===== src/rtl/c17_result_collector_if.sv =====
// Handshake and netlist-facing bundle for c17_result_collector.
// slave modport: collector side. master modport: upstream/consumer/netlist side.
interface c17_result_collector_if #(
  parameter int DEPTH = 8
) ();
  localparam int LW = $clog2(DEPTH) + 1;

  logic          in_valid;
  logic          in_ready;
  logic [4:0]    in_data;
  logic [4:0]    net_in;
  logic [1:0]    net_out;
  logic          out_valid;
  logic          out_ready;
  logic [1:0]    out_data;
  logic [LW-1:0] level;
  logic          mismatch;

  modport slave (
    input  in_valid, in_data, net_out, out_ready,
    output in_ready, net_in, out_valid, out_data, level, mismatch
  );

  modport master (
    output in_valid, in_data, net_out, out_ready,
    input  in_ready, net_in, out_valid, out_data, level, mismatch
  );
endinterface


===== src/rtl/c17_result_collector.sv =====
// Collection stage for the path-balanced c17 netlist: launches vectors,
// tracks them with a LATENCY-deep valid tag and captures results into a
// DEPTH-entry FIFO. Credits (level) reserve a FIFO slot for every launched
// vector, so capture never has to be refused.
// Optional golden-model checker enabled by defining C17_COLLECT_CHECK_EN.
module c17_result_collector #(
  parameter int LATENCY = 5,
  parameter int DEPTH   = 8
) (
  input  logic                      clk,
  input  logic                      rst_n,
  c17_result_collector_if.slave     bus
);
  localparam int AW = $clog2(DEPTH);
  localparam logic [AW:0] FULL_LVL = (AW+1)'(DEPTH);

  logic [LATENCY:1] tag_q;
  logic [4:0]       net_in_q;
  logic [AW:0]      level_q, level_d;
  logic [AW:0]      wr_q, rd_q;
  logic [1:0]       mem_q [DEPTH];
  logic             launch, pop, capture, fifo_nempty;

  assign bus.in_ready  = (level_q < FULL_LVL);
  assign launch        = bus.in_valid && bus.in_ready;
  assign fifo_nempty   = (wr_q != rd_q);
  assign pop           = fifo_nempty && bus.out_ready;
  assign capture       = tag_q[LATENCY];

  assign bus.net_in    = net_in_q;
  assign bus.out_valid = fifo_nempty;
  // Head read straight from storage; gated so stale contents never show while empty.
  assign bus.out_data  = fifo_nempty ? mem_q[rd_q[AW-1:0]] : 2'b00;
  assign bus.level     = level_q;

  // Credit next-state: launch reserves a slot, pop releases one.
  always_comb begin
    level_d = level_q;
    if (launch && !pop)      level_d = level_q + 1'b1;
    else if (!launch && pop) level_d = level_q - 1'b1;
  end

  // Launch register and valid-tag shift register tracking in-flight vectors.
  always_ff @(posedge clk or negedge rst_n) begin
    if (!rst_n) begin
      tag_q    <= '0;
      net_in_q <= '0;
    end else begin
      tag_q[1] <= launch;
      for (int i = 2; i <= LATENCY; i++) tag_q[i] <= tag_q[i-1];
      net_in_q <= launch ? bus.in_data : 5'b0;
    end
  end

  // FIFO pointers (extra MSB distinguishes full from empty) and credit counter.
  always_ff @(posedge clk or negedge rst_n) begin
    if (!rst_n) begin
      wr_q    <= '0;
      rd_q    <= '0;
      level_q <= '0;
    end else begin
      if (capture) wr_q <= wr_q + 1'b1;
      if (pop)     rd_q <= rd_q + 1'b1;
      level_q <= level_d;
    end
  end

  // FIFO storage; contents need no reset because the pointers define validity.
  always_ff @(posedge clk) begin
    if (capture) mem_q[wr_q[AW-1:0]] <= bus.net_out;
  end

`ifdef C17_COLLECT_CHECK_EN
  logic [1:0] exp_q [LATENCY:1];
  logic       mismatch_q;

  function automatic logic [1:0] c17_golden(input logic [4:0] v);
    logic n1, n2, n3, n6, n7, n22, n23;
    {n1, n2, n3, n6, n7} = v;
    n22 = (n1 & n3) | (n2 & ~(n3 & n6));
    n23 = ~(n3 & n6) & (n2 | n7);
    return {n23, n22};
  endfunction

  // Expected-result pipeline alongside the tag, and sticky compare at capture.
  always_ff @(posedge clk or negedge rst_n) begin
    if (!rst_n) begin
      for (int i = 1; i <= LATENCY; i++) exp_q[i] <= 2'b00;
      mismatch_q <= 1'b0;
    end else begin
      exp_q[1] <= c17_golden(bus.in_data);
      for (int i = 2; i <= LATENCY; i++) exp_q[i] <= exp_q[i-1];
      if (capture && (bus.net_out != exp_q[LATENCY])) mismatch_q <= 1'b1;
    end
  end

  assign bus.mismatch = mismatch_q;
`else
  assign bus.mismatch = 1'b0;
`endif
endmodule


===== src/flat_wrapper.sv =====
// flat-port wrapper written by rule: the top's interface ports become plain ports
module c17_result_collector_flat 
#(
  parameter int LATENCY = 5,
  parameter int DEPTH   = 8
)
  (clk, rst_n, bus_in_valid, bus_in_data, bus_net_out, bus_out_ready, bus_in_ready, bus_net_in, bus_out_valid, bus_out_data, bus_level, bus_mismatch);
  c17_result_collector_if #(.DEPTH(DEPTH)) bus_i ();
  input  logic clk;
  input  logic rst_n;
  input wire logic [$bits(bus_i.in_valid)-1:0] bus_in_valid;
  input wire logic [$bits(bus_i.in_data)-1:0] bus_in_data;
  input wire logic [$bits(bus_i.net_out)-1:0] bus_net_out;
  input wire logic [$bits(bus_i.out_ready)-1:0] bus_out_ready;
  output wire logic [$bits(bus_i.in_ready)-1:0] bus_in_ready;
  output wire logic [$bits(bus_i.net_in)-1:0] bus_net_in;
  output wire logic [$bits(bus_i.out_valid)-1:0] bus_out_valid;
  output wire logic [$bits(bus_i.out_data)-1:0] bus_out_data;
  output wire logic [$bits(bus_i.level)-1:0] bus_level;
  output wire logic [$bits(bus_i.mismatch)-1:0] bus_mismatch;
  assign bus_i.in_valid = bus_in_valid;
  assign bus_i.in_data = bus_in_data;
  assign bus_i.net_out = bus_net_out;
  assign bus_i.out_ready = bus_out_ready;
  assign bus_in_ready = bus_i.in_ready;
  assign bus_net_in = bus_i.net_in;
  assign bus_out_valid = bus_i.out_valid;
  assign bus_out_data = bus_i.out_data;
  assign bus_level = bus_i.level;
  assign bus_mismatch = bus_i.mismatch;
  c17_result_collector #(.LATENCY(LATENCY), .DEPTH(DEPTH)) u_core (.clk(clk), .rst_n(rst_n), .bus(bus_i));
endmodule

===== config.mk =====
export PLATFORM = sky130hd
export DESIGN_NAME = c17_result_collector_flat
export DESIGN_NICKNAME = d
export VERILOG_FILES = /design/src/rtl/c17_result_collector_if.sv /design/src/rtl/c17_result_collector.sv /design/src/flat_wrapper.sv
export SDC_FILE = /design/constraint.sdc
export NUM_CORES = 1
export LEC_CHECK = 0
export ABC_CLOCK_PERIOD_IN_PS = 2700
export CORE_ASPECT_RATIO = 1.4
export CORE_MARGIN = 2
export CORE_UTILIZATION = 48
export CTS_CLUSTER_SIZE = 16
export DETAILED_ROUTE_END_ITERATION = 10
export HOLD_SLACK_MARGIN = 0.1
export PLACE_DENSITY = 0.77
export SLEW_MARGIN = 20
export SYNTH_ARGS = -nofsm -noshare
export SYNTH_HDL_FRONTEND = slang
export SYNTH_SLANG_ARGS = --single-unit

===== constraint.sdc =====
create_clock -name clk -period 2.7 [get_ports clk]
set_clock_uncertainty 0.05 [all_clocks]
set_input_delay 0.54 -clock clk [delete_from_list [all_inputs] [get_ports clk]]
set_output_delay 0.54 -clock clk [all_outputs]
set_load 0.02 [all_outputs]

### Yosys cells after proc, flatten, opt, wreduce, memory -nomap -nowiden

Memory sizes are Yosys's and may differ from the RTL's.
Index checks and enable logic that the tools add are counted.

* output and inout port bits: 14
* register bits: 22
* logic and storage cells: 25
* memories: 1
* RAM bits: 16

Memories
* u_core.mem_q: words 8, bits a word 2, read ports 1, clocked after Yosys merged registers in 0, wr ports 1, RTL line c17_result_collector.sv:21 `logic [1:0] mem_q [DEPTH];`

* equal/unequal tests: 1
* $lt $le $gt $ge: 1
* muxes and demuxes: 6
* add/subtract/negate cells: 4
* reduce and logical (&&, ||, !) cells: 7

Operator list (number)
* $add A4 B1 Y4 const B: 3
* $mux W4: 2
* $mux W5: 1
* $logic_and A1 B1 Y1: 4
* $lt A4 B4 Y1 const B: 1
* $ne A4 B4 Y1: 1
* $sub A4 B1 Y4 const B: 1
* $logic_not A1 Y1: 2
* $mux W1: 2
* $mux W2: 1
* $reduce_bool A2 Y1: 1

### Depth between registers and ports, before layout

Gate-level depths: netlist of run 1.

* word-level depth: 6
* depth in mapped cells: 10
* mapped depth without buffers: 9

### Worst setup path before layout of run 1

No wires, ideal clock.

* kind: reg-to-reg
* from: register u_core.rd_q[1]
* to: register u_core.level_q[3] (netlist: u_core.bus.level[3])
* stages on the path, launching flop included: 10
* required time: 2514 ps
* slack: 84 ps
* clock period less this slack: 2616 ps
* data arrival time: 2430 ps
* library setup time: 136 ps
* path buffers: 1
* path through: dfrtp_1 -> buf_6 -> xor2_2 -> o41ai_4 -> ha_1 -> inv_1 -> ha_1 -> a21o_1 -> a2111oi_0 -> o31ai_1

* cells in the longest elaborated chain, start to end: 5
* elaborated cells on any way between the ends: 7

RTL lines
* start: declaration: RTL line c17_result_collector.sv:20 `logic [AW:0] wr_q, rd_q;`
* start signal: assignment: RTL line c17_result_collector.sv:63 `if (pop) rd_q <= rd_q + 1'b1;`
* $ne A4 B4 Y1 (*): RTL line c17_result_collector.sv:26 `assign fifo_nempty = (wr_q != rd_q);`
* $logic_and A1 B1 Y1 (*): RTL line c17_result_collector.sv:27 `assign pop = fifo_nempty && bus.out_ready;`
* $logic_not A1 Y1: RTL line c17_result_collector.sv:39 `if (launch && !pop) level_d = level_q + 1'b1;`
* $logic_and A1 B1 Y1: RTL line c17_result_collector.sv:39
* $mux W4 / $reduce_bool A2 Y1 (equally long branches)
* end signal: assignment: RTL line c17_result_collector.sv:64 `level_q <= level_d;`
* end: declaration: RTL line c17_result_collector.sv:19 `logic [AW:0] level_q, level_d;`

Mark *: on every way between the ends. The rest lies on a longest branch, timed or not.
A chain may end at the register's enable or synchronous reset.

### Final worst setup path of run 1

* from: register u_core.wr_q[2]
* to: register u_core.level_q[3] (netlist: u_core.bus.level[3])

* cells in the longest elaborated chain, start to end: 5
* elaborated cells on any way between the ends: 7

RTL lines
* start: declaration: RTL line c17_result_collector.sv:20
* start signal: assignment: RTL line c17_result_collector.sv:62 `if (capture) wr_q <= wr_q + 1'b1;`
* $ne A4 B4 Y1 (*): RTL line c17_result_collector.sv:26
* $logic_and A1 B1 Y1 (*): RTL line c17_result_collector.sv:27
* $logic_not A1 Y1: RTL line c17_result_collector.sv:39
* $logic_and A1 B1 Y1: RTL line c17_result_collector.sv:39
* $mux W4 / $reduce_bool A2 Y1 (equally long branches)

Marked as above.

==> impl_results.html, run 1 <==
<table>
<tr><th>Metric</th><th>Value</th></tr>
<tr><th colspan="2">Worst setup path</th></tr>
<tr><td>Critical path endpoint</td><td>u_core.bus.level[3]</td></tr>
<tr><td>Arr. time, crit path</td><td>2730 ps</td></tr>
<tr><td>Worst R2R Path Depth</td><td>8</td></tr>
<tr><td>Startpoint of the most critical register-to-register path</td><td>u_core.wr_q[2]</td></tr>
<tr><td>Start point of the critical path</td><td>u_core.wr_q[2]</td></tr>
<tr><td>CP Max Fanout</td><td>5</td></tr>
<tr><td>Worst r2r dst</td><td>u_core.bus.level[3]</td></tr>
<tr><td>Sort of element at the start of the critical path</td><td>flop</td></tr>
<tr><td>R2R Setup Slk</td><td>80 ps</td></tr>
<tr><td>Critical path start-end classification</td><td>flop to flop</td></tr>
<tr><td>Crit path required time</td><td>2810 ps</td></tr>
<tr><td>Kind of end point of the critical path</td><td>flop</td></tr>
<tr><th colspan="2">Drt</th></tr>
<tr><td>Iteration-0 DRC count of the detailed router</td><td>13</td></tr>
<tr><td>DRC errors left</td><td>0</td></tr>
<tr><td>Vias/cell</td><td>5.14</td></tr>
<tr><td>Number of antenna-violating nets in the routed design</td><td>0</td></tr>
<tr><td>Initial DRT Pass Iterations</td><td>5</td></tr>
<tr><td>WL final</td><td>2.90 mm</td></tr>
<tr><td>Number of vias after detailed routing</td><td>977</td></tr>
<tr><td>Average routed wire per standard cell</td><td>15.3 um</td></tr>
<tr><th colspan="2">Clock tree</th></tr>
<tr><td>Number of clock sinks</td><td>38</td></tr>
<tr><td>Max clock buf depth</td><td>2</td></tr>
<tr><td>Clock transition at path regs</td><td>70 ps</td></tr>
<tr><td>TritonCTS clock tree</td><td>done</td></tr>
<tr><td>H-tree depth reported by CTS</td><td>2</td></tr>
<tr><td>Hold Buf Count CTS</td><td>0</td></tr>
<tr><td>CTS buffer count</td><td>5</td></tr>
<tr><td>Cell at the root of the clock tree</td><td>sky130_fd_sc_hd__clkbuf_8</td></tr>
<tr><td>Skew-Pair Late Insertion Delay</td><td>290 ps</td></tr>
<tr><th colspan="2">STA</th></tr>
<tr><td>Period utilisation layout</td><td>97.0%</td></tr>
<tr><td>F_max</td><td>382 MHz</td></tr>
<tr><td>Endpoints failing setup</td><td>0</td></tr>
<tr><td>Max-slew violation count</td><td>0</td></tr>
<tr><td>Tmin final</td><td>2620 ps</td></tr>
<tr><td>Final count of hold timing violations</td><td>0</td></tr>
<tr><th colspan="2">Synth</th></tr>
<tr><td>Total standard cell area after synthesis</td><td>1700 um2</td></tr>
<tr><td>Post-synth top area share</td><td>32.4%</td></tr>
<tr><td>Synthesis-stage register bit count</td><td>38</td></tr>
<tr><td>Number of warnings issued by yosys</td><td>0</td></tr>
<tr><td>Dominant cells by area after synthesis</td><td>sky130_fd_sc_hd__dfrtp_1 32%, sky130_fd_sc_hd__edfxtp_1 28%, sky130_fd_sc_hd__mux4_1 6.2%, sky130_fd_sc_hd__ha_1 3.7%, sky130_fd_sc_hd__xor2_1 3.1%</td></tr>
<tr><td>Synth cell types</td><td>32</td></tr>
<tr><td>Syn Nets</td><td>132</td></tr>
<tr><td>Number of instances in the synthesized netlist</td><td>115</td></tr>
<tr><td>Area leader, netlist</td><td>sky130_fd_sc_hd__dfrtp_1</td></tr>
<tr><td>Synthesized area per cell</td><td>14.8 um2</td></tr>
<tr><td>Sequential share of the synthesized area</td><td>60.7%</td></tr>
<tr><th colspan="2">GRT</th></tr>
<tr><td>Antenna violations before repair</td><td>0</td></tr>
<tr><td>All-Layer GR Usage</td><td>16.8%</td></tr>
<tr><td>Wire length of the first global-routing pass</td><td>4.54 mm</td></tr>
<tr><td>Number of global-route vias before repair</td><td>1000</td></tr>
<tr><td>Maximum number of pins on one net before global-route repair</td><td>23</td></tr>
<tr><td>Sum of overflow across all layers after global routing</td><td>0</td></tr>
<tr><th colspan="2">Floorplanning</th></tr>
<tr><td>Chip width</td><td>54.3 um</td></tr>
<tr><td>Y dimension of the die</td><td>74.4 um</td></tr>
<tr><td>Initial core utilization</td><td>50.3%</td></tr>
<tr><td>Number of placement rows</td><td>25</td></tr>
<tr><td>Area of the core region</td><td>3380 um2</td></tr>
<tr><td>DIE AREA</td><td>4040 um2</td></tr>
<tr><td>Num ports</td><td>25</td></tr>
<tr><th colspan="2">Place</th></tr>
<tr><td>DPL Wire Length</td><td>2.06 mm</td></tr>
<tr><td>Post-detailed-placement cell area</td><td>1990 um2</td></tr>
<tr><td>Number of input and output port buffers inserted</td><td>23</td></tr>
<tr><td>RD Place Congestion</td><td>0.744</td></tr>
<tr><th colspan="2">Cells and area</th></tr>
<tr><td>Footprint of the flip-flops and latches</td><td>1030 um2</td></tr>
<tr><td>FILL cells</td><td>259</td></tr>
<tr><td>Leading cell types in the layout, fill and taps excluded</td><td>22 x sky130_fd_sc_hd__dfrtp_1, 21 x sky130_fd_sc_hd__clkdlybuf4s50_1, 16 x sky130_fd_sc_hd__edfxtp_1, 10 x sky130_fd_sc_hd__buf_4, 9 x sky130_fd_sc_hd__nor2_1</td></tr>
<tr><td>Area growth from synthesis to final layout</td><td>27.5%</td></tr>
<tr><td>Post-route core utilization</td><td>64.1%</td></tr>
<tr><td>Area taken by multi-input logic gates</td><td>632 um2</td></tr>
<tr><td>Commonest non-fill, non-tap cell in the layout</td><td>sky130_fd_sc_hd__dfrtp_1</td></tr>
<tr><td>Antenna Diode Count</td><td>0</td></tr>
<tr><td>Number of nets in the final layout</td><td>166</td></tr>
<tr><td>Final std cell area, no fill</td><td>2160 um2</td></tr>
<tr><td>Share of layout cells above drive strength 1</td><td>19.3%</td></tr>
<tr><th colspan="2">Hold path</th></tr>
<tr><td>Hold Crit Class</td><td>flop to flop</td></tr>
<tr><th colspan="2">Power and ir drop</th></tr>
<tr><td>Leak pwr</td><td>0.889 nW</td></tr>
<tr><td>Maximum VDD drop</td><td>0.740 mV</td></tr>
<tr><td>Power density normalized to cell area</td><td>1220 nW/um2</td></tr>
<tr><th colspan="2">Job</th></tr>
<tr><td>Maximum Capacitance Violations</td><td>0</td></tr>
<tr><th colspan="2">Status</th></tr>
<tr><td>Result of the run</td><td>completed</td></tr>
</table>
==> Yosys cell counts <==
cell / instances
sky130_fd_sc_hd__edfxtp_1: 16
sky130_fd_sc_hd__a21o_1: 1
sky130_fd_sc_hd__xnor2_1: 4
sky130_fd_sc_hd__xor2_1: 6
sky130_fd_sc_hd__buf_4: 3
sky130_fd_sc_hd__mux2i_1: 3
sky130_fd_sc_hd__nand2_1: 6
sky130_fd_sc_hd__nand2b_1: 3
sky130_fd_sc_hd__conb_1: 1
sky130_fd_sc_hd__mux2_2: 2
sky130_fd_sc_hd__mux2_4: 1
sky130_fd_sc_hd__nor3_1: 5
sky130_fd_sc_hd__ha_1: 5
sky130_fd_sc_hd__mux4_1: 4
sky130_fd_sc_hd__inv_2: 1
sky130_fd_sc_hd__o21ai_0: 2
sky130_fd_sc_hd__and3_1: 1
sky130_fd_sc_hd__nor2_1: 9
sky130_fd_sc_hd__dfrtp_1: 22
sky130_fd_sc_hd__clkbuf_1: 1
sky130_fd_sc_hd__a2111oi_0: 1
sky130_fd_sc_hd__buf_6: 2
sky130_fd_sc_hd__and2_1: 5
sky130_fd_sc_hd__nor2b_1: 1
sky130_fd_sc_hd__nand3_1: 1
sky130_fd_sc_hd__o31ai_1: 1
sky130_fd_sc_hd__a21oi_1: 1
sky130_fd_sc_hd__o41ai_4: 1
sky130_fd_sc_hd__inv_1: 2
sky130_fd_sc_hd__xor2_2: 2
sky130_fd_sc_hd__nor4_2: 1
sky130_fd_sc_hd__fa_1: 1
==> metrics by stage <==
stage	hold slack [ps]	total power [mW]	setup TNS [ps]	std cells	setup WS, ps
after CTS	307	2.60	-17.3	188	-17.3
after floorplan	194	1.67	0	115	83.7
final	302	2.64	0	190	79.7
after global placement	286	1.98	0	180	49.0
after detailed placement	287	2.04	-143	180	-143
after global routing	314	2.79	-26.3	190	-26.3
==> how the worst min path moves through the flow <==
stage	startpoint	end	slack (ps)	cells past startpoint
after floorplan	rst_n	u_core.bus.level[0]	190	0
after global placement	u_core.tag_q[4]	u_core.tag_q[5]	290	0
after detailed placement	u_core.tag_q[2]	u_core.tag_q[3]	290	0
after CTS	u_core.tag_q[3]	u_core.tag_q[4]	310	0
after global routing	u_core.tag_q[2]	u_core.tag_q[3]	310	0
final	u_core.tag_q[3]	u_core.tag_q[4]	300	0
==> sequential cells by signal, summed over array words and instances, names as in the netlist <==
signal             cells
u_core.bus.level       4
u_core.tag_q           5
u_core.mem_q          16
u_core.bus.net_in      5
u_core.wr_q            4
u_core.rd_q            4
==> logic make-up (layout without fill, tap and decap cells) <==
group	count (synthesis)	in the layout	synth area share [%]
compound gates	7	7	3.91
mux	10	10	10.2
flops	38	38	60.7
simple gates	32	32	9.51
other cells	1	1	0.221
buf+inv	9	44	3.54
xor+xnor	12	12	7.07
fa+ha+maj	6	6	4.86
==> layer usage <==
layer | vias to the layer above | routed length [um] | share of wire [%] | GRT usage [%]
li1 | 466 | - | - | -
met1 | 481 | 1030 | 36 | 16.8
met2 | 21 | 1670 | 58 | 29.5
met3 | 9 | 100 | 3.5 | 4.82
met4 | 0 | 95 | 3.3 | 10.3
met5 | - | 0 | 0 | 0
==> report_power, final <==
part / internal, mW / leakage, nW / switching (mW)
registers: 0.764 / 0.417 / 0.127
clock network: 0.356 / 0.0696 / 0.186
logic: 0.578 / 0.403 / 0.629
total: 1.70 / 0.889 / 0.942
==> critical path, stage by stage, from the launching register on <==
cell and delay [ps]:
sky130_fd_sc_hd__dfrtp_1 420, sky130_fd_sc_hd__xor2_1 200, sky130_fd_sc_hd__o41ai_4 410, sky130_fd_sc_hd__ha_2 260
sky130_fd_sc_hd__inv_1 110, sky130_fd_sc_hd__ha_1 300, sky130_fd_sc_hd__a21o_1 220, sky130_fd_sc_hd__a2111oi_4 380
sky130_fd_sc_hd__o31ai_1 140
==> area by class of cell <==
cell class	count	share of cell area, %
inverters	3	0.520
flip-flops and latches	38	47.6
repair buffers	33	14.0
clock buffers	7	4.97
clock inverters	1	1.39
well taps	40	2.31
multi-input cells	68	29.2
==> timing repair <==
item / CTS / global route
setup endpoints to repair: 3 / 1
pin swaps: 0 / 2
resized for setup: 4 / 3
setup buffers: 0 / 2
Power figures use the tool's default switching activity.
==> run 2, diff against run 1 <==
--- a/config.mk
+++ b/config.mk
@@ -8,11 +8,11 @@
 export ABC_CLOCK_PERIOD_IN_PS = 2700
 export CORE_ASPECT_RATIO = 1.4
 export CORE_MARGIN = 2
-export CORE_UTILIZATION = 48
+export CORE_UTILIZATION = 45
 export CTS_CLUSTER_SIZE = 16
 export DETAILED_ROUTE_END_ITERATION = 10
 export HOLD_SLACK_MARGIN = 0.1
-export PLACE_DENSITY = 0.77
+export PLACE_DENSITY = 0.73
 export SLEW_MARGIN = 20
 export SYNTH_ARGS = -nofsm -noshare
 export SYNTH_HDL_FRONTEND = slang
==> impl_results.html, run 2 (synthesis gave the netlist of run 1 again) <==
<table>
<tr><th>Metric</th><th>Value</th></tr>
<tr><th colspan="2">Status</th></tr>
<tr><td>Result of the run</td><td>completed</td></tr>
<tr><th colspan="2">Floorplanning</th></tr>
<tr><td>Chip width</td><td>55.9 um (+3.0%)</td></tr>
<tr><td>Initial core utilization</td><td>46.6% (-3.7 points)</td></tr>
<tr><td>DIE AREA</td><td>4290 um2 (+6.2%)</td></tr>
<tr><td>Area of the core region</td><td>3640 um2 (+7.9%)</td></tr>
<tr><td>Num ports</td><td>25 (unchanged)</td></tr>
<tr><td>Number of placement rows</td><td>26 (+4.0%)</td></tr>
<tr><td>Y dimension of the die</td><td>76.7 um (+3.1%)</td></tr>
<tr><th colspan="2">Place</th></tr>
<tr><td>DPL Wire Length</td><td>2.20 mm (+6.8%)</td></tr>
<tr><td>RD Place Congestion</td><td>0.747 (+0.36%)</td></tr>
<tr><td>Post-detailed-placement cell area</td><td>1990 um2 (+0.13%)</td></tr>
<tr><td>Number of input and output port buffers inserted</td><td>23 (unchanged)</td></tr>
<tr><th colspan="2">Worst setup path</th></tr>
<tr><td>Kind of end point of the critical path</td><td>primary output</td></tr>
<tr><td>Worst R2R Path Depth</td><td>8 (unchanged)</td></tr>
<tr><td>Delay of the slowest critical-path stage</td><td>550 ps (+130 ps)</td></tr>
<tr><td>Delay-heaviest family, CP</td><td>multiplexers</td></tr>
<tr><td>Arr. time, crit path</td><td>1980 ps (-750 ps)</td></tr>
<tr><td>Startpoint of the most critical register-to-register path</td><td>u_core.rd_q[1]</td></tr>
<tr><td>Worst r2r dst</td><td>u_core.bus.level[3]</td></tr>
<tr><td>R2R Setup Slk</td><td>130 ps (+50 ps)</td></tr>
<tr><td>Crit path required time</td><td>2110 ps (-700 ps)</td></tr>
<tr><td>CP Max Fanout</td><td>7 (+2)</td></tr>
<tr><td>Critical path start-end classification</td><td>flop to primary output</td></tr>
<tr><td>Worst path slowest cell</td><td>sky130_fd_sc_hd__mux4_1</td></tr>
<tr><td>Sort of element at the start of the critical path</td><td>flop</td></tr>
<tr><td>Worst path cell trace</td><td>buf_4 &gt; mux4_1 &gt; mux2i_1 &gt; nor2_1 &gt; dlygate4sd2_1</td></tr>
<tr><td>Total buffers and inverters traversed by the critical path</td><td>2 (+1)</td></tr>
<tr><th colspan="2">Cells and area</th></tr>
<tr><td>Area taken by multi-input logic gates</td><td>614 um2 (-2.8%)</td></tr>
<tr><td>Area growth from synthesis to final layout</td><td>23.4%</td></tr>
<tr><td>Leading cell types in the layout, fill and taps excluded</td><td>22 x sky130_fd_sc_hd__dfrtp_1, 21 x sky130_fd_sc_hd__clkdlybuf4s50_1, 16 x sky130_fd_sc_hd__edfxtp_1, 9 x sky130_fd_sc_hd__nor2_1, 9 x sky130_fd_sc_hd__buf_4</td></tr>
<tr><td>Share of layout cells above drive strength 1</td><td>17.4% (-1.9 points)</td></tr>
<tr><td>Commonest non-fill, non-tap cell in the layout</td><td>sky130_fd_sc_hd__dfrtp_1</td></tr>
<tr><td>Antenna Diode Count</td><td>0 (unchanged)</td></tr>
<tr><td>FILL cells</td><td>319 (+23%)</td></tr>
<tr><td>Number of nets in the final layout</td><td>165 (-0.60%)</td></tr>
<tr><td>Flip-flop count of the largest register after layout</td><td>16 (unchanged)</td></tr>
<tr><td>Final std cell area, no fill</td><td>2100 um2 (-3.2%)</td></tr>
<tr><td>Footprint of the flip-flops and latches</td><td>1030 um2 (unchanged)</td></tr>
<tr><th colspan="2">Power and ir drop</th></tr>
<tr><td>Maximum VDD drop</td><td>0.746 mV (+0.85%)</td></tr>
<tr><td>Leak pwr</td><td>0.860 nW (-3.3%)</td></tr>
<tr><td>Power density normalized to cell area</td><td>1160 nW/um2 (-4.7%)</td></tr>
<tr><th colspan="2">Drt</th></tr>
<tr><td>DRC errors left</td><td>0 (unchanged)</td></tr>
<tr><td>Average routed wire per standard cell</td><td>15.2 um (about the same)</td></tr>
<tr><td>Number of antenna-violating nets in the routed design</td><td>0 (unchanged)</td></tr>
<tr><td>Number of vias after detailed routing</td><td>982 (+0.51%)</td></tr>
<tr><td>WL final</td><td>2.91 mm (+0.48%)</td></tr>
<tr><td>Vias/cell</td><td>5.14 (about the same)</td></tr>
<tr><td>Iteration-0 DRC count of the detailed router</td><td>24 (+11)</td></tr>
<tr><td>Initial DRT Pass Iterations</td><td>3 (-2)</td></tr>
<tr><th colspan="2">STA</th></tr>
<tr><td>Tmin final</td><td>2570 ps (-47.0 ps)</td></tr>
<tr><td>Endpoints failing setup</td><td>0 (unchanged)</td></tr>
<tr><td>Final count of hold timing violations</td><td>0 (unchanged)</td></tr>
<tr><td>F_max</td><td>389 MHz (+1.8%)</td></tr>
<tr><td>RSZ-0062 raised after global routing</td><td>false</td></tr>
<tr><td>Period utilisation layout</td><td>95.3% (-1.7 points)</td></tr>
<tr><td>Setup TNS</td><td>0 ps (unchanged)</td></tr>
<tr><td>Max-slew violation count</td><td>0 (unchanged)</td></tr>
<tr><th colspan="2">GRT</th></tr>
<tr><td>Number of global-route vias before repair</td><td>1095 (+9.5%)</td></tr>
<tr><td>All-Layer GR Usage</td><td>15.4% (-1.4 points)</td></tr>
<tr><td>Sum of overflow across all layers after global routing</td><td>0 (unchanged)</td></tr>
<tr><td>Wire length of the first global-routing pass</td><td>4.98 mm (+9.7%)</td></tr>
<tr><td>Antenna violations before repair</td><td>0 (unchanged)</td></tr>
<tr><td>Maximum number of pins on one net before global-route repair</td><td>23 (unchanged)</td></tr>
<tr><th colspan="2">Clock tree</th></tr>
<tr><td>Skew-Pair Late Insertion Delay</td><td>290 ps (about the same)</td></tr>
<tr><td>CTS buffer count</td><td>5 (unchanged)</td></tr>
<tr><td>H-tree depth reported by CTS</td><td>2 (unchanged)</td></tr>
<tr><td>Max clock buf depth</td><td>2 (unchanged)</td></tr>
<tr><td>Number of clock sinks</td><td>38 (unchanged)</td></tr>
<tr><td>TritonCTS clock tree</td><td>done</td></tr>
<tr><td>Hold Buf Count CTS</td><td>0 (unchanged)</td></tr>
<tr><td>Cell at the root of the clock tree</td><td>sky130_fd_sc_hd__clkbuf_8</td></tr>
<tr><td>Clock transition at path regs</td><td>70 ps (about the same)</td></tr>
<tr><th colspan="2">Job</th></tr>
<tr><td>Maximum Capacitance Violations</td><td>0 (unchanged)</td></tr>
<tr><th colspan="2">Hold path</th></tr>
<tr><td>Hold Crit Class</td><td>flop to flop</td></tr>
<tr><td>Worst Hold Depth</td><td>0 (unchanged)</td></tr>
<tr><td>Hold Path End</td><td>u_core.tag_q[5]</td></tr>
<tr><td>Startpoint of the tightest hold check path</td><td>u_core.tag_q[4]</td></tr>
</table>
==> run 2: changes by cell type in the layout (fill, tap and decap cells not counted) <==
cell / previous run / this run
sky130_fd_sc_hd__buf_4: 10 / 9
sky130_fd_sc_hd__clkbuf_16: 1 / 0
sky130_fd_sc_hd__bufinv_16: 1 / 0
sky130_fd_sc_hd__clkinv_2: 0 / 1
sky130_fd_sc_hd__clkbuf_1: 0 / 1
sky130_fd_sc_hd__a2111oi_1: 0 / 1
sky130_fd_sc_hd__a2111oi_4: 1 / 0
==> run 2: how the worst max path moves through the flow <==
stage / from / end / slack, ps / cells past startpoint
after floorplan: u_core.rd_q[1] / u_core.bus.level[3] / 80 / 9
after global placement: bus_out_ready / u_core.bus.level[3] / 100 / 8
after detailed placement: bus_in_valid / u_core.bus.level[3] / -70 / 9
after CTS: u_core.wr_q[2] / u_core.bus.level[3] / 60 / 9
after global routing: u_core.rd_q[0] / bus_out_data[0] / 5 / 5
final: u_core.rd_q[0] / bus_out_data[0] / 130 / 5
==> run 2: where the power goes <==
part	leakage [nW]	internal [mW]	switching, mW
Combinational	0.395	0.555	0.595
Clock	0.0482	0.206	0.189
Sequential	0.417	0.764	0.128
Total	0.860	1.53	0.912
==> run 2: cell type report <==
class	instances	area share, %
inverters	3	0.537
flip-flops and latches	38	49.2
repair buffers	32	14.1
clock inverters	1	0.239
clock buffers	7	4.12
multi-input cells	68	29.3
well taps	42	2.51
==> run 2: worst register-to-register path, stage by stage (launching register included) <==
cell and delay (ps):
sky130_fd_sc_hd__dfrtp_1 420, sky130_fd_sc_hd__xor2_2 220, sky130_fd_sc_hd__o41ai_4 390, sky130_fd_sc_hd__ha_2 280, sky130_fd_sc_hd__inv_1 80, sky130_fd_sc_hd__ha_1 290
sky130_fd_sc_hd__a21o_1 200, sky130_fd_sc_hd__a2111oi_1 390, sky130_fd_sc_hd__o31ai_1 140
==> run 2: what timing repair did <==
item | CTS | global route
resized for setup | 2 | 3
setup endpoints to repair | 3 | 1
pin swaps | 1 | 2
buffers inserted | 1 | 0
==> run 2: metal layers <==
layer / wire, um / part of all wire, % / vias to the layer above / GRT usage (%)
met1: 1160 / 40 / 490 / 16.8
met3: 141 / 4.8 / 4 / 6.24
met2: 1570 / 54 / 23 / 25.7
li1: - / - / 465 / -
met5: 0 / 0 / - / 0
met4: 38 / 1.3 / 0 / 7.38
==> run 2: stage by stage <==
| stage | util [%] | hold slack (ps) | setup slack [ps] | power [mW] | std cells |
|---|---|---|---|---|---|
| after global routing | 57.5 | 307 | 4.62 | 2.61 | 191 |
| after detailed placement | 54.7 | 289 | -68.9 | 2.06 | 182 |
| after floorplan | - | 194 | 83.7 | 1.67 | 115 |
| after global placement | 54.7 | 287 | 99.5 | 1.99 | 182 |
| after CTS | 57.3 | 305 | 62.8 | 2.45 | 191 |
| final | 57.5 | 302 | 127 | 2.44 | 191 |
==> run 3, diff against run 2 <==
--- a/config.mk
+++ b/config.mk
@@ -5,14 +5,14 @@
 export SDC_FILE = /design/constraint.sdc
 export NUM_CORES = 1
 export LEC_CHECK = 0
-export ABC_CLOCK_PERIOD_IN_PS = 2700
+export ABC_CLOCK_PERIOD_IN_PS = 2370
 export CORE_ASPECT_RATIO = 1.4
 export CORE_MARGIN = 2
 export CORE_UTILIZATION = 45
 export CTS_CLUSTER_SIZE = 16
 export DETAILED_ROUTE_END_ITERATION = 10
 export HOLD_SLACK_MARGIN = 0.1
-export PLACE_DENSITY = 0.73
+export PLACE_DENSITY = 0.7
 export SLEW_MARGIN = 20
 export SYNTH_ARGS = -nofsm -noshare
 export SYNTH_HDL_FRONTEND = slang
==> constraint.sdc (replaced) <==
create_clock -name clk -period 2.37 [get_ports clk]
set_clock_uncertainty 0.05 [all_clocks]
set_input_delay 0.474 -clock clk [delete_from_list [all_inputs] [get_ports clk]]
set_output_delay 0.474 -clock clk [all_outputs]
set_load 0.02 [all_outputs]
==> impl_results.html, run 3 (synthesis gave the netlist of run 1 again) <==
<table>
<tr><th>Metric</th><th>Value</th></tr>
<tr><th colspan="2">Status</th></tr>
<tr><td>Result of the run</td><td>complete, but fails checks</td></tr>
<tr><td>Violations in the final reports</td><td>setup timing</td></tr>
<tr><th colspan="2">Worst setup path</th></tr>
<tr><td>CP Max Fanout</td><td>4 (-3)</td></tr>
<tr><td>Delay-heaviest family, CP</td><td>compound AO/OA/AOI/OAI gates</td></tr>
<tr><td>R2R Setup Slk</td><td>-10 ps (-140 ps)</td></tr>
<tr><td>Sort of element at the start of the critical path</td><td>flop</td></tr>
<tr><td>Total buffers and inverters traversed by the critical path</td><td>1 (-1)</td></tr>
<tr><td>Critical path start-end classification</td><td>flop to flop</td></tr>
<tr><td>Worst path slowest cell</td><td>sky130_fd_sc_hd__dfrtp_1</td></tr>
<tr><td>Arr. time, crit path</td><td>2510 ps (+530 ps)</td></tr>
<tr><td>Worst path cell trace</td><td>xor2_2 &gt; o41ai_4 &gt; ha_2 &gt; inv_4 &gt; ha_4 &gt; a21o_1 &gt; a21oi_2 &gt; mux2i_1 &gt; o31ai_1</td></tr>
<tr><td>Crit path required time</td><td>2500 ps (+390 ps)</td></tr>
<tr><td>Delay of the slowest critical-path stage</td><td>420 ps (-130 ps)</td></tr>
<tr><td>Kind of end point of the critical path</td><td>flop</td></tr>
<tr><th colspan="2">Power and ir drop</th></tr>
<tr><td>Int Pwr</td><td>1.86 mW (+22%)</td></tr>
<tr><td>Tot Pwr</td><td>2.95 mW (+21%)</td></tr>
<tr><td>Total net switching power</td><td>1.09 mW (+19%)</td></tr>
<tr><td>Sequential group share of total power</td><td>35.3% (-1.3 points)</td></tr>
<tr><td>Switching power as a share of total power</td><td>36.8% (-0.60 points)</td></tr>
<tr><td>Power share of the combinational group</td><td>47.7% (+0.5 points)</td></tr>
<tr><td>Maximum VDD drop</td><td>0.857 mV (+15%)</td></tr>
<tr><td>Leak pwr</td><td>0.891 nW (+3.5%)</td></tr>
<tr><td>Power density normalized to cell area</td><td>1340 nW/um2 (+16%)</td></tr>
<tr><td>Proportion of power drawn by the clock network</td><td>17.0% (+0.8 points)</td></tr>
<tr><th colspan="2">Place</th></tr>
<tr><td>RD Place Congestion</td><td>0.771 (+3.2%)</td></tr>
<tr><td>DPL Wire Length</td><td>2.13 mm (-3.4%)</td></tr>
<tr><td>Number of input and output port buffers inserted</td><td>23 (unchanged)</td></tr>
<tr><td>Post-Place Worst Slack</td><td>-107 ps (-38.4 ps)</td></tr>
<tr><td>Post-detailed-placement cell area</td><td>2080 um2 (+4.5%)</td></tr>
<tr><td>Cell count after placement</td><td>186 (+2.2%)</td></tr>
<tr><th colspan="2">Floorplanning</th></tr>
<tr><td>Number of placement rows</td><td>26 (unchanged)</td></tr>
<tr><td>Initial core utilization</td><td>46.6% (unchanged)</td></tr>
<tr><td>Area of the core region</td><td>3640 um2 (unchanged)</td></tr>
<tr><td>Num ports</td><td>25 (unchanged)</td></tr>
<tr><td>Y dimension of the die</td><td>76.7 um (unchanged)</td></tr>
<tr><td>DIE AREA</td><td>4290 um2 (unchanged)</td></tr>
<tr><td>Chip width</td><td>55.9 um (unchanged)</td></tr>
<tr><th colspan="2">Cells and area</th></tr>
<tr><td>Post-route core utilization</td><td>60.2% (+2.7 points)</td></tr>
<tr><td>Final std cell area, no fill</td><td>2190 um2 (+4.7%)</td></tr>
<tr><td>Share of layout cells above drive strength 1</td><td>26.0% (+8.5 points)</td></tr>
<tr><td>Leading cell types in the layout, fill and taps excluded</td><td>21 x sky130_fd_sc_hd__dfrtp_1, 20 x sky130_fd_sc_hd__clkdlybuf4s50_1, 16 x sky130_fd_sc_hd__edfxtp_1, 14 x sky130_fd_sc_hd__buf_4, 9 x sky130_fd_sc_hd__nor2_1</td></tr>
<tr><td>Number of nets in the final layout</td><td>170 (+3.0%)</td></tr>
<tr><td>Commonest non-fill, non-tap cell in the layout</td><td>sky130_fd_sc_hd__dfrtp_1</td></tr>
<tr><td>Area growth from synthesis to final layout</td><td>29.2%</td></tr>
<tr><td>FILL cells</td><td>292 (-8.5%)</td></tr>
<tr><td>Flip-flop count of the largest register after layout</td><td>16 (unchanged)</td></tr>
<tr><td>Antenna Diode Count</td><td>0 (unchanged)</td></tr>
<tr><td>Final Non-Filler Cells</td><td>196 (+2.6%)</td></tr>
<tr><th colspan="2">Clock tree</th></tr>
<tr><td>Number of clock sinks</td><td>38 (unchanged)</td></tr>
<tr><td>Clock transition at path regs</td><td>80 ps (about the same)</td></tr>
<tr><td>Skew-Pair Late Insertion Delay</td><td>290 ps (about the same)</td></tr>
<tr><td>H-tree depth reported by CTS</td><td>2 (unchanged)</td></tr>
<tr><td>CTS buffer count</td><td>5 (unchanged)</td></tr>
<tr><td>Hold Buf Count CTS</td><td>0 (unchanged)</td></tr>
<tr><td>Cell at the root of the clock tree</td><td>sky130_fd_sc_hd__clkbuf_8</td></tr>
<tr><td>Max clock buf depth</td><td>2 (unchanged)</td></tr>
<tr><td>TritonCTS clock tree</td><td>done</td></tr>
<tr><th colspan="2">STA</th></tr>
<tr><td>Final count of hold timing violations</td><td>0 (unchanged)</td></tr>
<tr><td>Final worst slack</td><td>-9.58 ps (-136 ps)</td></tr>
<tr><td>Endpoints failing setup</td><td>1 (+1)</td></tr>
<tr><td>Hold slack final</td><td>308 ps (+5.56 ps)</td></tr>
<tr><td>RSZ-0062 raised after global routing</td><td>true</td></tr>
<tr><td>Max-slew violation count</td><td>0 (unchanged)</td></tr>
<tr><td>F_max</td><td>420 MHz</td></tr>
<tr><td>Tmin final</td><td>2380 ps</td></tr>
<tr><td>Period utilisation layout</td><td>100%</td></tr>
<tr><td>Setup TNS</td><td>-9.58 ps (-9.58 ps)</td></tr>
<tr><th colspan="2">Hold path</th></tr>
<tr><td>Hold Crit Class</td><td>flop to flop</td></tr>
<tr><th colspan="2">Drt</th></tr>
<tr><td>WL final</td><td>2.82 mm (-3.3%)</td></tr>
<tr><td>Initial DRT Pass Iterations</td><td>4 (+1)</td></tr>
<tr><td>DRC errors left</td><td>0 (unchanged)</td></tr>
<tr><td>Average routed wire per standard cell</td><td>14.4 um (-5.8%)</td></tr>
<tr><td>Iteration-0 DRC count of the detailed router</td><td>17 (-29%)</td></tr>
<tr><td>Vias/cell</td><td>4.98 (-3.0%)</td></tr>
<tr><td>Number of antenna-violating nets in the routed design</td><td>0 (unchanged)</td></tr>
<tr><td>Number of vias after detailed routing</td><td>977 (-0.51%)</td></tr>
<tr><th colspan="2">GRT</th></tr>
<tr><td>Antenna violations before repair</td><td>0 (unchanged)</td></tr>
<tr><td>Number of global-route vias before repair</td><td>1102 (+0.64%)</td></tr>
<tr><td>Wire length of the first global-routing pass</td><td>4.75 mm (-4.7%)</td></tr>
<tr><td>Sum of overflow across all layers after global routing</td><td>0 (unchanged)</td></tr>
<tr><td>All-Layer GR Usage</td><td>14.4% (-0.94 points)</td></tr>
<tr><td>Maximum number of pins on one net before global-route repair</td><td>23 (unchanged)</td></tr>
<tr><th colspan="2">Job</th></tr>
<tr><td>Maximum Capacitance Violations</td><td>0 (unchanged)</td></tr>
</table>
[run 3: path summary, 6_finish.rpt]
| check | cells after the start | to | from |
|---|---|---|---|
| setup reg to reg | 9 | u_core.bus.level[3] | u_core.rd_q[1] |
| setup / recovery | 9 | u_core.bus.level[3] | u_core.rd_q[1] |
| hold reg to reg | 0 | u_core.tag_q[3] | u_core.tag_q[2] |
| max in group asynchronous | 2 | u_core.rd_q[0] | rst_n |
| hold / removal | 0 | u_core.tag_q[3] | u_core.tag_q[2] |
| min in group asynchronous | 2 | u_core.bus.net_in[3] | rst_n |
[run 3: what timing repair did]
item | in CTS | in global routing
setup buffers | 2 | 0
gates resized for setup | 8 | 2
pin swaps | 2 | 0
endpoints found under the setup margin | 4 | 3
[run 3: cell type report]
type	instances	area [um2]	share of cell area [%]
clock buffers	6	93.8	4.28
well taps	42	52.6	2.40
flip-flops and latches	38	1030	47.1
clock inverters	2	13.8	0.627
inverters	3	13.8	0.627
repair buffers	37	324	14.8
multi-input cells	68	663	30.2
[run 3: layer usage]
layer	up-vias	GRT usage [%]	wire length, um
li1	476	-	-
met1	477	15.2	1080
met2	21	26.4	1560
met3	3	4.05	133
met4	0	6.19	37
met5	-	0	0
[run 3: power by group through the flow]
stage | logic (mW) | clock network [mW] | registers [mW]
after floorplan | 0.953 | 0 | 1.07
after global placement | 1.37 | 0 | 1.05
after detailed placement | 1.43 | 0 | 1.06
after CTS | 1.46 | 0.514 | 1.04
after global routing | 1.54 | 0.539 | 1.07
final | 1.41 | 0.501 | 1.04
